[config.mk]
export PLATFORM = sky130hd
export DESIGN_NAME = esc_pwm_decoder
export DESIGN_NICKNAME = d
export VERILOG_FILES = /design/src/rtl/esc_pwm_decoder.sv
export SDC_FILE = /design/constraint.sdc
export NUM_CORES = 1
export LEC_CHECK = 0
export ABC_AREA = 1
export BUFFER_PORTS_ARGS = -buffer_cell sky130_fd_sc_hd__buf_4
export CAP_MARGIN = 15
export CORE_ASPECT_RATIO = 2
export CORE_MARGIN = 8
export CORE_UTILIZATION = 50
export CTS_CLUSTER_DIAMETER = 150
export DETAILED_ROUTE_END_ITERATION = 7
export PLACE_DENSITY = 0.66
export SLEW_MARGIN = 5
export SYNTH_ARGS = -nofsm -noshare
export SYNTH_HDL_FRONTEND = slang
export SYNTH_SLANG_ARGS = --single-unit
[constraint.sdc]
create_clock -name clk -period 2.1 [get_ports clk]
set_input_delay 0 -clock clk [delete_from_list [all_inputs] [get_ports clk]]
set_output_delay 0 -clock clk [all_outputs]
set_load 0.005 [all_outputs]
[src/rtl/esc_pwm_decoder.sv]
// ESC PWM receive decoder: measures pulse high time and recovers the speed code.
// Define ESC_PWM_DECODER_PERIOD_CHK_EN to also reject pulses with bad rise-to-rise spacing.
//
// state    | meaning
// WAIT_LOW | after reset; ignore any pulse already in progress until the line is low
// IDLE     | line low, waiting for a rise strobe
// HIGH     | measuring high time in hi_cnt
module esc_pwm_decoder #(
  parameter int PERIOD_W  = 18,
  parameter int MIN_PULSE = 50000,
  parameter int SHIFT     = 4,
  parameter int CODE_W    = 12
) (
  input  logic              clk,
  input  logic              rst,
  input  logic              pwm_in,
  output logic [CODE_W-1:0] code,
  output logic              code_vld,
  output logic              pulse_err,
  output logic              timeout
);

  localparam logic [31:0]       MIN_W    = 32'(MIN_PULSE);
  localparam logic [31:0]       GLITCH_W = MIN_W >> 1;
  localparam logic [31:0]       CODE_MAX = (32'd1 << CODE_W) - 32'd1;
  localparam logic [PERIOD_W-1:0] HI_MAX = '1;
  localparam logic [PERIOD_W:0]   GAP_MAX = '1;

  typedef enum logic [1:0] {WAIT_LOW, IDLE, HIGH} state_t;

  state_t              state;
  logic                pwm_s1, pwm_s, pwm_d;
  logic                rise_r, fall_r;
  logic [1:0]          wait_cnt;
  logic [PERIOD_W-1:0] hi_cnt;
  logic [PERIOD_W:0]   gap_cnt;
  logic [31:0]         w32, q32;
  logic                rej_period;

  // Strobes are registered so decode results land three cycles after the sampled fall.
  always_ff @(posedge clk) begin
    if (rst) begin
      pwm_s1 <= 1'b0;
      pwm_s  <= 1'b0;
      pwm_d  <= 1'b0;
      rise_r <= 1'b0;
      fall_r <= 1'b0;
    end else begin
      pwm_s1 <= pwm_in;
      pwm_s  <= pwm_s1;
      pwm_d  <= pwm_s;
      rise_r <= pwm_s & ~pwm_d;
      fall_r <= ~pwm_s & pwm_d;
    end
  end

  always_comb begin
    w32 = 32'(hi_cnt);
    q32 = (w32 - MIN_W) >> SHIFT;
  end

`ifdef ESC_PWM_DECODER_PERIOD_CHK_EN
  logic        have_ref;
  logic        per_bad;
  logic [31:0] spacing;
  logic        period_bad;

  always_comb begin
    spacing    = 32'(gap_cnt) + 32'd1;
    period_bad = have_ref &&
                 ((spacing > (32'd1 << PERIOD_W) + 32'd4) ||
                  (spacing + 32'd4 < (32'd1 << PERIOD_W)));
  end
  assign rej_period = per_bad;
`else
  assign rej_period = 1'b0;
`endif

  always_ff @(posedge clk) begin
    if (rst) begin
      state     <= WAIT_LOW;
      wait_cnt  <= 2'd0;
      hi_cnt    <= '0;
      gap_cnt   <= '0;
      code      <= '0;
      code_vld  <= 1'b0;
      pulse_err <= 1'b0;
      timeout   <= 1'b0;
`ifdef ESC_PWM_DECODER_PERIOD_CHK_EN
      have_ref  <= 1'b0;
      per_bad   <= 1'b0;
`endif
    end else begin
      code_vld  <= 1'b0;
      pulse_err <= 1'b0;

      if (rise_r)
        gap_cnt <= '0;
      else if (gap_cnt != GAP_MAX)
        gap_cnt <= gap_cnt + (PERIOD_W+1)'(1);

      // Saturated gap plus one more cycle is exactly 2*2^PERIOD_W cycles without a rise.
      if (!rise_r && gap_cnt == GAP_MAX) begin
        timeout <= 1'b1;
`ifdef ESC_PWM_DECODER_PERIOD_CHK_EN
        have_ref <= 1'b0;
`endif
      end

      case (state)
        WAIT_LOW: begin
          // Let the reset-cleared synchronizer refill before trusting a low level.
          if (wait_cnt != 2'd3)
            wait_cnt <= wait_cnt + 2'd1;
          else if (!pwm_s && !pwm_d && !rise_r)
            state <= IDLE;
        end
        IDLE: begin
          if (rise_r) begin
            hi_cnt <= PERIOD_W'(1);
            state  <= HIGH;
`ifdef ESC_PWM_DECODER_PERIOD_CHK_EN
            have_ref <= 1'b1;
            per_bad  <= period_bad;
`endif
          end
        end
        HIGH: begin
          if (fall_r) begin
            state <= IDLE;
            if (hi_cnt == HI_MAX || rej_period || w32 < GLITCH_W) begin
              pulse_err <= 1'b1;
            end else begin
              code_vld <= 1'b1;
              timeout  <= 1'b0;
              if (w32 < MIN_W)
                code <= '0;
              else if (q32 > CODE_MAX)
                code <= '1;
              else
                code <= q32[CODE_W-1:0];
            end
          end else if (hi_cnt != HI_MAX) begin
            hi_cnt <= hi_cnt + PERIOD_W'(1);
          end
        end
        default: state <= WAIT_LOW;
      endcase
    end
  end

endmodule

==> results of run 1 <==
[synthesized netlist by cell type, types with 3 or more instances]
library cell  number
a21oi_1           17
a21oi_2            9
a31oi_1            6
buf_2              9
buf_4              4
buf_6              3
clkbuf_1           6
dfxtp_1           61
ha_1               6
inv_1             58
nand2_1          153
nand3_1           53
nand4_1           23
nor2_1            78
nor2_2             3
nor3_1             9
o21ai_0           10
or2_2              3
xnor2_1            4
xor2_1            21
[kinds of logic after synthesis]
group,after synthesis,synth area share
buffers and inverters,85,0.101
adder cells (fa/ha/maj),6,0.0206
AO/OA/AOI/OAI,45,0.0753
XOR/XNOR,25,0.0602
AND/OR/NAND/NOR,333,0.407
flip-flops,61,0.336
[worst max-delay path, cell delays in order (launching register included)]
cell     delay, ns
dfxtp_1       0.43
inv_1         0.11
ha_1          0.20
inv_1         0.05
nand2_1       0.05
nand2_1       0.10
nand2_1       0.10
nand2_1       0.12
nand3_1       0.09
nand2_2       0.21
nand4_1       0.14
nand2_1       0.09
nand2_1       0.05
[state kept, by name, indices dropped and copies added, names as in the netlist]
name,flops
code_vld,1
pwm_s,1
wait_cnt,2
pwm_s1,1
timeout,1
hi_cnt,18
rise_r,1
pulse_err,1
gap_cnt,19
fall_r,1
state,2
code,12
pwm_d,1
[metrics by stage]
stage           util  power, uW
4_1_cts        0.580       3100
3_3_place_gp   0.538       1630
6_report       0.581       3070
5_1_grt        0.581       3180
3_5_place_dp   0.538       1640
2_1_floorplan      -       1550
[power by group through the flow]
| stage | clock, uW | sequential (uW) | combinational (uW) |
|---|---|---|---|
| final | 1450 | 1240 | 385 |
| after global routing | 1500 | 1240 | 434 |
| after CTS | 1480 | 1240 | 386 |
| after detailed placement | 0 | 1260 | 379 |
| after global placement | 0 | 1260 | 373 |
| after floorplan | 0 | 1260 | 288 |
[worst max path at each step]
stage / to / depth (start not counted)
5_1_grt: code[0]$_SDFFE_PP0P_ / 12
3_5_place_dp: code[4]$_SDFFE_PP0P_ / 12
3_3_place_gp: code[5]$_SDFFE_PP0P_ / 12
6_report: code[8]$_SDFFE_PP0P_ / 12
4_1_cts: code[8]$_SDFFE_PP0P_ / 12
2_1_floorplan: code[10]$_SDFFE_PP0P_ / 14
[repair_timing]
| item | in CTS | in global routing |
|---|---|---|
| gates resized for setup | 0 | 2 |
| endpoints found under the hold margin | 1 | 0 |
| hold buffers | 1 | 0 |
| endpoints found under the setup margin | 0 | 12 |
[layer usage]
metal,global-route usage,up-vias
li1,-,1812
met1,0.220,1580
met2,0.280,99
met3,0.0349,11
met4,0.0754,0
met5,0,-
[area by class of cell]
class,instances,share of cell area
sequential,61,0.294
multi-input combinational,409,0.493
tap,92,0.0277
timing repair buffer,33,0.0602
inverter,61,0.0551
clock buffer,11,0.0584
clock inverter,4,0.0117
==> results.txt, run 1 <==
Worst Max-Slew Pin Slew -> 0.632 ns
FF-to-FF End -> code[8]$_SDFFE_PP0P_
Accumulated negative setup slack -> 0 ns
Wire length on met3 -> 435 um
Fillers -> 726
Commonest non-fill, non-tap cell in the layout -> nand2_1
Chip height -> 137 um
Top-Level Pins -> 18
Required time worst endpoint -> 2.32 ns
FP Rows -> 44
Synth area leader -> dfxtp_1
FF+latch area -> 1220 um2
Hold Path End -> pwm_s1$_SDFF_PP0_
Synth top area share -> 0.336
Combinational share of power -> 0.125
Leakage -> 0.00172 uW
EDFF count, synth -> 0
Int Pwr -> 2260 uW
Clock skew -> 0.00421 ns
DP HPWL -> 6470 um
Top_reg_cell synth -> dfxtp_1
Placeable Area -> 7160 um2
Beginning of the worst hold path -> rst
Crit end category -> flip-flop
Port bufs -> 17
Slew Limit Fails -> 0
Die area -> 10400 um2
RSZ-0062 raised after global routing -> no
Worst Hold Slack -> 0.0516 ns
Status -> completed
Antenna viol nets, final -> 0
Clock tree buffer depth -> 2
Critical R2R Launch -> hi_cnt[5]$_SDFFE_PP0P_
Ranking of synthesized cells by area -> dfxtp_1 34%, nand2_1 16%, nor2_1 8.0%
Residual DRC -> 0
Placed Cells -> 655
Worst Hold Class -> in -> reg
Top Metal Used -> met4
Initial core utilization -> 0.508
Design area -> 4160 um2
H-Tree Depth -> 3
Seq pwr share -> 0.403
Net count, final -> 584
M1 WL -> 4170 um
Diodes inserted -> 0
Vias -> 3502
Async set-reset flop share out of synthesis -> 0
Yosys warns -> 0
Antenna violations before repair -> 0
Worst-path clk slew -> 0.05 ns
Max_slew headroom -> 0.579
Multi-input gate area -> 2050 um2
Post-Synthesis Cells -> 555
Max VDD drop -> 663 uV
Commonest cells after routing, fill and taps aside -> 152 x nand2_1, 78 x nor2_1, 60 x dfxtp_1
CP startpoint kind -> flip-flop
Met2 Wirelength -> 4070 um
Inserted Clock Buffers -> 9
Syn_nets -> 564
Yosys reg bits -> 61
CTS tree -> built
Reg2reg path depth -> 12
Critical path arrival -> 2.07 ns
Placed Area -> 3850 um2
CP max FO -> 12
Fmax achieved -> 541 MHz
Largest net degree at the start of global routing -> 27
GRT Residual Overflow -> 0
Worst hold path depth -> 2
Net Sw Frac -> 0.266
Final WS setup -> 0.251 ns
DR pass1 iterations -> 5
MaxCap Viol Count -> 0
Postcts setup bufs -> 0
Syn Area/Cell -> 6.55 um2
Crit Path Class -> reg -> reg
Register area share after synthesis -> 0.336
Worst-skew pair later-pin latency -> 0.33 ns
Share of layout cells above drive strength 1 -> 0.130
Clk pwr share -> 0.472
Setup crit start -> hi_cnt[5]$_SDFFE_PP0P_
DP Worst Slack -> 0.127 ns
Setup Viol. Count Final -> 0
Fin cells -> 671
Total Wirelength -> 8830 um
Mapped cell area -> 3640 um2
Clock Sinks -> 61
DR WL/cell -> 13.2 um
CTS Root Buffer Type -> clkbuf_16
Switch Pwr -> 816 uW
Layout area overhead -> 14.3%
PwrDens -> 739 nW/um2
Hold Fails Final Rpt -> 0
Synth cell types -> 34
GRT Util Overall -> 0.174
Die X -> 76.3 um
FF-to-FF setup slack -> 0.25 ns
Vias in the first global route -> 3207
Avg Vias per Cell -> 5.22
Crit share post-route -> 0.881
1st-iter DRT viols -> 426
Min Tclk post-route -> 1.85 ns
First-pass GRT wire length -> 15000 um
Gpl congestion -> 0.962
No activity file was read; power rests on OpenSTA's default activity.
==> run 2: changes to the inputs <==
==> constraint.sdc (replaced) <==
create_clock -name clk -period 2.1 [get_ports clk]
set_input_delay 0.21 -clock clk [delete_from_list [all_inputs] [get_ports clk]]
set_output_delay 0.21 -clock clk [all_outputs]
set_load 0.005 [all_outputs]
==> results.txt, run 2 (synthesis results as in run 1) <==
Placeable Area -> 7160 um2 (unchanged)
1st-iter DRT viols -> 344 (-19%)
FP Rows -> 44 (unchanged)
Worst Hold Slack -> 0.0865 ns (+0.0349 ns)
Crit-path slowest cell -> dfxtp_1
Die X -> 76.3 um (unchanged)
GRT Residual Overflow -> 0 (unchanged)
Int Pwr -> 2230 uW (-1.2%)
CTS Root Buffer Type -> clkbuf_16
Crit Path Class -> reg -> reg
Net Sw Frac -> 0.272 (+0.00652)
Port bufs -> 17 (unchanged)
DR pass1 iterations -> 5 (unchanged)
MaxCap Viol Count -> 0 (unchanged)
Hold Fails Final Rpt -> 0 (unchanged)
Share of layout cells above drive strength 1 -> 0.134 (+0.00495)
Seq pwr share -> 0.404 (about the same)
Fmax achieved -> 533 MHz (-1.4%)
Cell repeated most along the worst path -> nand2_1
Setup Viol. Count Final -> 0 (unchanged)
Residual DRC -> 0 (unchanged)
Inserted Clock Buffers -> 9 (unchanged)
Accumulated negative setup slack -> 0 ns (unchanged)
PwrDens -> 736 nW/um2 (-0.36%)
Diodes inserted -> 0 (unchanged)
Critical path arrival -> 2.10 ns (+0.03 ns)
Switch Pwr -> 834 uW (+2.1%)
Top reg by flops -> gap_cnt
CP max FO -> 12 (unchanged)
Largest net degree at the start of global routing -> 27 (unchanged)
Antenna viol nets, final -> 0 (unchanged)
Vias in the first global route -> 3288 (+2.5%)
Crit end category -> flip-flop
DR WL/cell -> 13.2 um (about the same)
Crit path max-delay family -> simple AND/OR/NAND/NOR gates
Worst-path clk slew -> 0.05 ns (about the same)
FF-to-FF setup slack -> 0.22 ns (-0.03 ns)
GRT Util Overall -> 0.178 (+0.00342)
Slew Limit Fails -> 0 (unchanged)
DP HPWL -> 6440 um (-0.46%)
CTS tree -> built
Total Wirelength -> 8840 um (+0.11%)
Clock tree buffer depth -> 2 (unchanged)
RSZ-0062 raised after global routing -> no
Required time worst endpoint -> 2.32 ns (about the same)
First-pass GRT wire length -> 15100 um (+0.79%)
Fillers -> 703 (-3.2%)
Layout area overhead -> 14.3% (about the same)
Top-Level Pins -> 18 (unchanged)
Chip height -> 137 um (unchanged)
Postcts setup bufs -> 0 (unchanged)
Max_slew headroom -> 0.555 (-0.0241)
Clock Sinks -> 61 (unchanged)
Initial core utilization -> 0.508 (unchanged)
Min Tclk post-route -> 1.88 ns (+0.0262 ns)
H-Tree Depth -> 3 (unchanged)
Leakage -> 0.00172 uW (-0.30%)
CP cell instances -> inv_1, ha_1, inv_1, nand2_1, nand2_1, nand2_1, nand2_1, nand3_1, nand2_2, nand4_1, nand2_1, nand2_1
Vias -> 3514 (+0.34%)
Net count, final -> 584 (unchanged)
Number of flip-flops under the largest register name -> 19 (unchanged)
CP bufs+invs -> 2 (unchanged)
Gpl congestion -> 0.959 (-0.30%)
Avg Vias per Cell -> 5.23 (+0.19%)
Crit share post-route -> 0.893 (+0.0125)
Combinational share of power -> 0.125 (about the same)
Commonest non-fill, non-tap cell in the layout -> nand2_1
Critical path's largest stage delay -> 0.44 ns (about the same)
Clock skew -> 0.00389 ns (-0.000328 ns)
Worst Hold Class -> in -> reg
CP startpoint kind -> flip-flop
Commonest cells after routing, fill and taps aside -> 151 x nand2_1, 78 x nor2_1, 60 x dfxtp_1
Worst-skew pair later-pin latency -> 0.33 ns (about the same)
Clk pwr share -> 0.470 (-0.002)
Worst Max-Slew Pin Slew -> 0.668 ns (+0.0361 ns)
Antenna violations before repair -> 0 (unchanged)
Status -> completed
Die area -> 10400 um2 (unchanged)
Regs by FF count -> gap_cnt: 19 flops, hi_cnt: 18 flops, code: 12 flops
Max VDD drop -> 662 uV (-0.15%)
## run 2: cell count changes in the layout (fill, tap and decap cells not counted), sizes merged
| cell | delta |
|---|---|
| buf | +1 |
| clkbuf | -1 |
| clkinvlp | +2 |
| dlygate4sd3 | -1 |
## run 2: stage by stage
stage | std cells | area, um2 | total power [uW] | util | setup slack (ns)
after floorplan | 555 | 3640 | 1550 | - | 0.363
after global placement | 656 | 3860 | 1640 | 0.539 | 0.177
after detailed placement | 656 | 3860 | 1640 | 0.539 | 0.0983
after CTS | 672 | 4150 | 3090 | 0.580 | 0.0579
after global routing | 672 | 4160 | 3190 | 0.581 | 0.0217
final | 672 | 4160 | 3060 | 0.581 | 0.225
## run 2: area by class of cell
cell class,instances,area (um2),area share
multi-input combinational,409,2050,0.493
sequential,61,1220,0.294
timing repair buffer,33,248,0.0596
clock buffer,10,229,0.0551
inverter,61,229,0.0551
tap,92,115,0.0277
clock inverter,6,63.8,0.0153
## run 2: routing by layer
layer / track usage / wire [um]
met1: 0.215 / 4190
met3: 0.0408 / 409
met4: 0.0862 / 172
met2: 0.289 / 4080
met5: 0 / 0
## run 2: worst paths after layout
path	start	endpoint	depth (start not counted)
setup / recovery	hi_cnt[5]$_SDFFE_PP0P_	code[10]$_SDFFE_PP0P_	12
hold / removal	pwm_in	pwm_s1$_SDFF_PP0_	3
setup reg to reg	hi_cnt[5]$_SDFFE_PP0P_	code[10]$_SDFFE_PP0P_	12
hold reg to reg	pwm_s1$_SDFF_PP0_	pwm_s$_SDFF_PP0_	2
## run 2: worst reg2reg max path: stages (launching register included)
cell     delay (ns)
dfxtp_1        0.44
inv_1          0.11
ha_1           0.20
inv_1          0.05
nand2_1        0.05
nand2_1        0.10
nand2_1        0.10
nand2_1        0.13
nand3_1        0.09
nand2_2        0.22
nand4_1        0.13
nand2_1        0.08
nand2_1        0.05
## run 2: what timing repair did
action / 4_1_cts / 5_1_grt
gates resized for setup: 0 / 3
hold buffers: 0 / 0
endpoints found under the setup margin: 0 / 13
## run 2: power by group through the flow
stage | combinational [uW] | sequential [uW] | clock (uW)
after CTS | 379 | 1240 | 1470
after detailed placement | 374 | 1260 | 0
after floorplan | 288 | 1260 | 0
final | 384 | 1240 | 1440
after global routing | 435 | 1240 | 1510
after global placement | 375 | 1260 | 0
==> run 3: changes to the inputs <==
- clock period: 2.1 -> 2.05 ns (I/O delays scaled with it)
==> results.txt, run 3 (synthesis results as in run 1) <==
Status -> completed
CP max FO -> 17 (+5)
Max_slew headroom -> 0.639 (+0.0847)
Die X -> 76.3 um (unchanged)
Number of flip-flops under the largest register name -> 19 (unchanged)
Setup Viol. Count Final -> 0 (unchanged)
Slew Limit Fails -> 0 (unchanged)
1st-iter DRT viols -> 328 (-4.7%)
Hold Fails Final Rpt -> 0 (unchanged)
Top-Level Pins -> 18 (unchanged)
Vias in the first global route -> 3232 (-1.7%)
MaxCap Viol Count -> 0 (unchanged)
DP Worst Slack -> 0.113 ns (+0.0142 ns)
Placed Area -> 3890 um2 (+0.78%)
FF-to-FF setup slack -> 0.19 ns (-0.03 ns)
Antenna viol nets, final -> 0 (unchanged)
Worst Hold Slack -> 0.0752 ns (-0.0113 ns)
Worst Hold Class -> in -> reg
Leakage -> 0.00175 uW (+2.0%)
Gpl congestion -> 0.943 (-1.6%)
Worst-skew pair later-pin latency -> 0.33 ns (about the same)
Final WS setup -> 0.192 ns (-0.0325 ns)
Crit Path Class -> reg -> reg
Vias -> 3438 (-2.2%)
Worst Max-Slew Pin Slew -> 0.540 ns (-0.128 ns)
Clock tree buffer depth -> 2 (unchanged)
RSZ-0062 raised after global routing -> no
Commonest non-fill, non-tap cell in the layout -> nand2_1
Antenna violations before repair -> 0 (unchanged)
Commonest cells after routing, fill and taps aside -> 152 x nand2_1, 78 x nor2_1, 60 x dfxtp_1
Share of layout cells above drive strength 1 -> 0.137 (+0.00274)
Crit end category -> flip-flop
DR pass1 iterations -> 5 (unchanged)
Placeable Area -> 7160 um2 (unchanged)
Total Wirelength -> 8900 um (+0.62%)
Inserted Clock Buffers -> 9 (unchanged)
Postcts setup bufs -> 0 (unchanged)
CP startpoint kind -> flip-flop
Fillers -> 714 (+1.6%)
CTS tree -> built
DP HPWL -> 6470 um (+0.54%)
Layout area overhead -> 15.9%
Clock skew -> 0.00827 ns (+0.00438 ns)
DR WL/cell -> 13.2 um (+0.17%)
Max VDD drop -> 666 uV (+0.48%)
Clock Sinks -> 61 (unchanged)
Chip height -> 137 um (unchanged)
Min Tclk post-route -> 1.86 ns (-0.0175 ns)
FP Rows -> 44 (unchanged)
Crit path max-delay family -> simple AND/OR/NAND/NOR gates
Cell repeated most along the worst path -> nand2_2
First-pass GRT wire length -> 15100 um (about the same)
Worst-path clk slew -> 0.05 ns (about the same)
Largest net degree at the start of global routing -> 27 (unchanged)
Critical path arrival -> 2.12 ns (+0.02 ns)
CTS Root Buffer Type -> clkbuf_16
Accumulated negative setup slack -> 0 ns (unchanged)
Design area -> 4210 um2 (+1.3%)
Critical path's largest stage delay -> 0.57 ns (+0.13 ns)
Die area -> 10400 um2 (unchanged)
Avg Vias per Cell -> 5.09 (-2.6%)
Port bufs -> 17 (unchanged)
Regs by FF count -> gap_cnt: 19 flops, hi_cnt: 18 flops, code: 12 flops
Crit share post-route -> 0.906 (+0.0132)
GRT Util Overall -> 0.178 (+0.000653)
Net count, final -> 588 (+0.68%)
H-Tree Depth -> 3 (unchanged)
Fmax achieved -> 538 MHz (+0.94%)
Initial core utilization -> 0.508 (unchanged)
CP bufs+invs -> 0 (-2)
Required time worst endpoint -> 2.31 ns (about the same)
Top reg by flops -> gap_cnt
PwrDens -> 777 nW/um2 (+5.6%)
Post-CTS Hold Buffers -> 0 (unchanged)
Residual DRC -> 0 (unchanged)
CP cell instances -> nand2_1, nor2_2, nand4_4, nand2_2, nand2_2, nand2_4, o21ai_0, nor2_1
Diodes inserted -> 0 (unchanged)
Crit-path slowest cell -> dfxtp_1
GRT Residual Overflow -> 0 (unchanged)
[run 3: cell types whose count changed in the layout (fill, tap and decap cells not counted)]
| cell | before | now |
|---|---|---|
| nand2_4 | 1 | 2 |
| nand2_1 | 151 | 152 |
| clkbuf_8 | 0 | 1 |
| bufinv_16 | 1 | 2 |
| clkinvlp_4 | 2 | 1 |
| clkinv_4 | 1 | 0 |
| nand2_2 | 4 | 2 |
| clkinv_2 | 2 | 1 |
| buf_4 | 33 | 37 |
[run 3: worst register-to-register path, cell delays in order, from the launching register on]
cell     delay (ns)
dfxtp_1        0.57
nand2_1        0.20
nor2_2         0.23
nand4_4        0.14
nand2_2        0.09
nand2_2        0.12
nand2_4        0.21
o21ai_0        0.12
nor2_1         0.11
[run 3: per-layer routing]
layer | track usage | part of all wire
met1 | 0.222 | 0.48
met2 | 0.282 | 0.46
met5 | 0 | 0
met3 | 0.0316 | 0.036
met4 | 0.105 | 0.024
[run 3: metrics by stage]
step	total power, uW	utilization	cells
2_1_floorplan	1590	-	555
3_3_place_gp	1680	0.544	660
3_5_place_dp	1690	0.544	660
4_1_cts	3310	0.588	675
5_1_grt	3410	0.589	675
6_report	3280	0.589	675
[run 3: layout make-up]
cell class              count  area (um2)  area share
inverters                  61         229      0.0543
repair buffers             37         278      0.0659
clock buffers              11         243      0.0576
flip-flops and latches     61        1220       0.290
clock inverters             4        72.6      0.0172
multi-input cells         409        2050       0.488
well taps                  92         115      0.0273
[run 3: path summary, 6_finish.rpt]
path | startpoint | cells after the start | end
max reg2reg | hi_cnt[13]$_SDFFE_PP0P_ | 8 | hi_cnt[0]$_SDFFE_PP0P_
min | pwm_in | 3 | pwm_s1$_SDFF_PP0_
max | hi_cnt[13]$_SDFFE_PP0P_ | 8 | hi_cnt[0]$_SDFFE_PP0P_
min reg2reg | pwm_s1$_SDFF_PP0_ | 2 | pwm_s$_SDFF_PP0_
[run 3: what timing repair did]
item / in CTS / in global routing
resized for setup: 0 / 3
endpoints found under the hold margin: 0 / 0
endpoints found under the setup margin: 0 / 12
[run 3: report_power, final]
part / internal (uW) / switching [uW] / leakage [uW] / total (uW)
registers: 1240 / 31.6 / 0.000494 / 1270
logic: 120 / 272 / 0.00111 / 392
clock network: 1090 / 528 / 0.000152 / 1610
